<file path="config.mk">
export PLATFORM = sky130hd
export DESIGN_NAME = mem_burst_req_gen
export DESIGN_NICKNAME = d
export VERILOG_FILES = /design/src/rtl/mem_burst_pkg.sv /design/src/rtl/mem_burst_req_gen.sv
export SDC_FILE = /design/constraint.sdc
export NUM_CORES = 1
export LEC_CHECK = 0
export ABC_AREA = 0
export CORE_UTILIZATION = 35
export CTS_CLUSTER_SIZE = 8
export DETAILED_ROUTE_END_ITERATION = 6
export GPL_TIMING_DRIVEN = 0
export MAX_ROUTING_LAYER = met4
export PLACE_DENSITY = 0.76
export SLEW_MARGIN = 20
export SYNTH_ARGS = -nofsm -noshare
export SYNTH_HDL_FRONTEND = slang
export SYNTH_SLANG_ARGS = --single-unit
</file>
<file path="constraint.sdc">
create_clock -name clk_i -period 3.1 [get_ports clk_i]
set_input_delay 0.31 -clock clk_i [delete_from_list [all_inputs] [get_ports clk_i]]
set_output_delay 0.31 -clock clk_i [all_outputs]
set_load 0.03 [all_outputs]
</file>
<file path="src/rtl/mem_burst_pkg.sv">
// mem_burst_pkg
// Shared types and helpers for the burst request generator.
//   burst_state_e : generator FSM states (IDLE, BURST)
//   BeatBytes()   : number of bytes moved per beat for a given data width
package mem_burst_pkg;

    typedef enum logic {
        IDLE  = 1'b0,
        BURST = 1'b1
    } burst_state_e;

    // Bytes per data word; this is both the address step between beats and
    // the granularity to which burst base addresses are aligned.
    function automatic int unsigned BeatBytes(input int unsigned data_width);
        return data_width / 8;
    endfunction

endpackage

</file>
<file path="src/rtl/mem_burst_req_gen.sv">
// mem_burst_req_gen
// Expands one burst descriptor at a time into a stream of per-word memory
// requests with incrementing, word-aligned addresses. Write bursts merge the
// separate write-data stream into the request stream. Bursts can be chained
// with no idle cycle in between.
//
// Ports:
//   clk_i, rst_i                 clock, asynchronous active-high reset
//   desc_addr_i/len_i/we_i       burst descriptor (base address, beats-1, dir)
//   desc_valid_i / desc_ready_o  descriptor handshake
//   wdata_i, wstrb_i             write data and byte strobes
//   wvalid_i / wready_o          write-data handshake
//   req_addr_o, req_we_o         request address and direction
//   req_wdata_o, req_strb_o      request data/strobes (zero on reads)
//   req_last_o                   final beat of the burst
//   req_valid_o / req_ready_i    request handshake
//   busy_o                       a burst is in progress
module mem_burst_req_gen
    import mem_burst_pkg::*;
#(
    parameter int unsigned AddrWidth = 32,
    parameter int unsigned DataWidth = 32,
    parameter int unsigned LenWidth  = 8
) (
    input  logic                   clk_i,
    input  logic                   rst_i,
    input  logic [AddrWidth-1:0]   desc_addr_i,
    input  logic [LenWidth-1:0]    desc_len_i,
    input  logic                   desc_we_i,
    input  logic                   desc_valid_i,
    output logic                   desc_ready_o,
    input  logic [DataWidth-1:0]   wdata_i,
    input  logic [DataWidth/8-1:0] wstrb_i,
    input  logic                   wvalid_i,
    output logic                   wready_o,
    output logic [AddrWidth-1:0]   req_addr_o,
    output logic                   req_we_o,
    output logic [DataWidth-1:0]   req_wdata_o,
    output logic [DataWidth/8-1:0] req_strb_o,
    output logic                   req_last_o,
    output logic                   req_valid_o,
    input  logic                   req_ready_i,
    output logic                   busy_o
);

    localparam int unsigned         BeatB     = BeatBytes(DataWidth);
    localparam logic [AddrWidth-1:0] AddrStep  = AddrWidth'(BeatB);
    localparam logic [AddrWidth-1:0] AlignMask = ~(AddrWidth'(BeatB - 1));

    burst_state_e          state_q;
    logic [AddrWidth-1:0]  addr_q;
    logic [LenWidth-1:0]   rem_q;
    logic                  we_q;

    logic busy;
    logic last_beat;
    logic req_fire;
    logic desc_fire;

    // Handshake decode. Request validity only looks at state and wvalid_i,
    // never at req_ready_i, so the downstream sink can safely make its ready
    // depend on our valid. A new descriptor is taken either when idle or in
    // the very cycle the final beat of the current burst is accepted, which
    // is what lets consecutive bursts run without a bubble.
    always_comb begin
        busy         = (state_q == BURST);
        last_beat    = busy && (rem_q == '0);
        req_valid_o  = busy && (!we_q || wvalid_i);
        req_fire     = req_valid_o && req_ready_i;
        wready_o     = busy && we_q && req_ready_i;
        desc_ready_o = !busy || (req_fire && last_beat);
        desc_fire    = desc_valid_i && desc_ready_o;
    end

    // Request payload. Everything is forced to zero outside a burst so the
    // outputs look identical to their reset values while idle; write data is
    // passed straight through only for write bursts.
    always_comb begin
        busy_o      = busy;
        req_addr_o  = busy ? addr_q : '0;
        req_we_o    = busy && we_q;
        req_last_o  = last_beat;
        req_wdata_o = (busy && we_q) ? wdata_i : '0;
        req_strb_o  = (busy && we_q) ? wstrb_i : '0;
    end

    // Burst FSM with its address and beat counters. A descriptor load wins
    // over the per-beat update: it can only coincide with a request handshake
    // on the final beat, where the old counters are no longer needed. The
    // address add is deliberately left to wrap modulo 2^AddrWidth.
    always_ff @(posedge clk_i or posedge rst_i) begin
        if (rst_i) begin
            state_q <= IDLE;
            addr_q  <= '0;
            rem_q   <= '0;
            we_q    <= 1'b0;
        end else begin
            case (state_q)
                IDLE: begin
                    if (desc_fire) begin
                        addr_q  <= desc_addr_i & AlignMask;
                        rem_q   <= desc_len_i;
                        we_q    <= desc_we_i;
                        state_q <= BURST;
                    end
                end
                BURST: begin
                    if (desc_fire) begin
                        addr_q  <= desc_addr_i & AlignMask;
                        rem_q   <= desc_len_i;
                        we_q    <= desc_we_i;
                        state_q <= BURST;
                    end else if (req_fire) begin
                        if (last_beat) begin
                            state_q <= IDLE;
                        end else begin
                            addr_q <= addr_q + AddrStep;
                            rem_q  <= rem_q - LenWidth'(1);
                        end
                    end
                end
                default: begin
                    state_q <= IDLE;
                end
            endcase
        end
    end

endmodule

</file>
==> summary.txt <==
Status - completed
Initial antenna violation count - 0
Dpl cell area - 4867 um2
# IOs - 156
GR Util All Layers - 0.2563
Final period util - 0.9142
Non-filler cells, final - 653
DRT Pass-1 Iters - 4
Placed insts - 645
Crit path kind - flip-flop to primary output
Critical path arrival - 2.52 ns
Slowest CP cell - clkdlybuf4s50_1
P&R area growth vs syn - 55.59%
Cell Rows - 34
Final net count - 628
Pwr/cell area - 784.1 nW/um2
Register area share after synthesis - 0.3138
Max cap viols - 0
Total gr overflow - 0
Top cells by area, synth - dfrtp_1 (31%), and3_1 (7.8%), mux2i_1 (6.0%), and2_1 (5.9%), a2bb2oi_1 (4.7%)
CP bufs+invs - 2
DIE AREA - 9498 um2
Ys flop type - dfrtp_1
Setup tns final - 0 ns
Clk buf depth - 2
# clock sinks - 40
1st-iter DRT viols - 193
Final count of negative-setup-slack endpoints - 0
Remaining DRCs - 0
Core area - 8763 um2
Critical path capture point type - primary output
Vias/cell - 5.671
Largest net degree at the start of global routing - 23
CP Max Fanout - 6
N_diodes - 0
Met2 Track Usage GR - 0.4099
Die Width - 97.46 um
Hold_ws - 0.3524 ns
Worst Hold Class - input pin to asynchronous set/reset pin
Static Leak - 2.102 nW
Met1 Use GR - 0.3312
Synth warn - 0
HPWL Detailed - 9102 um
Clock-pin slew on the worst setup and hold paths - 0.08 ns
Post-Synthesis Cell Area - 3189 um2
Slew HR - 0.5965
GP Congestion - 0.9302
Critical path required time - 2.79 ns
Routed Antenna Nets - 0
Post-synth top area share - 0.3138
IO buf count - 151
Critical Path Source - rem_q[0]$_DFFE_PP0P_
CP max stage delay - 0.70 ns
Share of cells above drive strength 1 - 0.09174
Worst slew pin tran - 0.5997 ns
Total Power - 3.891 mW
Initial Util - 0.3639
Via count - 3,703
Min Tclk post-route - 2.834 ns
H-Tree Depth - 2
Total CTS buffers - 5
FMAX - 0.3529 GHz
Clk_skew - 0.01018 ns
Final Hold Vio Count - 0
Post-route cell area - 4962 um2
Avg WL per Cell - 18.25 um
Clk root buf - clkbuf_8
Flops & latches, synth - 40
Vias in the first global route - 3,711
First-pass GRT wire length - 18,980 um
RR Startpoint - rem_q[0]$_DFFE_PP0P_
Async SR Flop Fraction - 1.000
Most frequent cells after synthesis - and3_1 (40), dfrtp_1 (40), and2_1 (30)
CTS tree - done
Synth area leader - dfrtp_1
Routed wire length - 11,910 um
Synth cell types - 49
Slew Limit Fails - 0
Gate Count Post-Synth - 384
Post-synth EDFFs - 0
Peak supply drop - 454.8 uV
Syn avg cell area - 8.305 um2
Critical path cell sequence - inv_1 > ha_1 > nor4b_4 > nand4_2 > nand2_1 > clkdlybuf4s50_1
GRT Max-Usage Layer - met2
Clk_lat worst skew - 0.30 ns
RSZ-0062 raised after global routing - no
Global Route met3 Usage - 0.04029
Die Y - 97.46 um
Crit path max-delay family - simple AND/OR/NAND/NOR gates
CP startpoint kind - flip-flop
==> cell families after synthesis <==
kind of cell             Yosys count  synth area share
adder cells (fa/ha/maj)            2          0.007845
multiplexers                      20           0.06316
AND/OR/NAND/NOR                  183            0.3284
flip-flops                        40            0.3138
buffers and inverters             45           0.07218
AO/OA/AOI/OAI                     93            0.2134
other                              1          0.001176
==> where the power goes <==
group | switching [mW] | total (mW) | internal [mW]
logic | 1.36 | 2.46 | 1.10
registers | 0.298 | 1.05 | 0.757
clock network | 0.197 | 0.375 | 0.178
==> metal layers <==
metal	part of all wire	wire, um
met4	0.018	217
met5	0	0
met1	0.43	5173
met2	0.48	5752
met3	0.065	771
==> final cells by class <==
class / count / area (um2)
Buffer: 33 / 187.7
Multi-Input combinational cell: 300 / 1962
Inverter: 12 / 45.04
Clock inverter: 2 / 10.01
Tap cell: 108 / 135.1
Clock buffer: 6 / 82.58
Timing Repair Buffer: 152 / 1539
Fill cell: 818 / 3801
Sequential cell: 40 / 1001
==> flip-flops by register name, summed over array words and instances, names as in the netlist <==
| register | cells |
|---|---|
| busy_o | 1 |
| addr_q | 30 |
| rem_q | 8 |
| we_q | 1 |
==> final timing paths <==
path	to	slack, ns	cells past startpoint
worst max-delay path	desc_ready_o	0.27	6
worst min-delay path	addr_q[3]$_DFFE_PP0P_	0.35	2
worst max register to register	addr_q[11]$_DFFE_PP0P_	0.51	8
worst min register to register	addr_q[9]$_DFFE_PP0P_	0.55	1
max in group asynchronous	addr_q[11]$_DFFE_PP0P_	2.27	3
min in group clk_i	addr_q[9]$_DFFE_PP0P_	0.55	1
==> through the flow <==
| step | util | setup WS [ns] |
|---|---|---|
| finish | 0.5662 | 0.2660 |
| global route | 0.5662 | 0.1324 |
| CTS | 0.5661 | 0.1069 |
| detailed placement | 0.5554 | 0.2950 |
| global placement | 0.5523 | 0.3278 |
| floorplan | - | 1.128 |
==> layout by cell type (no fill, tap or decap), types with 3 or more instances in the layout <==
cell type,synthesis,layout
nor3_1,13,13
a22oi_1,3,3
inv_1,12,11
nor4_1,4,4
o2bb2ai_1,4,4
a21oi_1,11,11
o21ai_1,6,6
a21oi_2,13,13
buf_4,4,4
nor2_1,23,23
nand4_1,11,11
clkdlybuf4s50_1,0,151
o21ai_0,13,13
buf_6,5,5
clkbuf_1,17,15
nand3_1,26,26
and3_1,40,40
mux2i_1,19,19
o211ai_1,5,5
buf_2,7,7
dfrtp_1,40,40
nand2_1,20,20
and2_1,30,30
clkbuf_8,0,6
a2bb2oi_1,17,17
o22ai_1,5,5
==> what timing repair did <==
item | in CTS | in global routing
hold buffers | 0 | 0
pin swaps | 0 | 0
buffers inserted | 0 | 0
setup endpoints to repair | 15 | 20
resized for setup | 1 | 2
No activity file was read; power rests on OpenSTA's default activity.
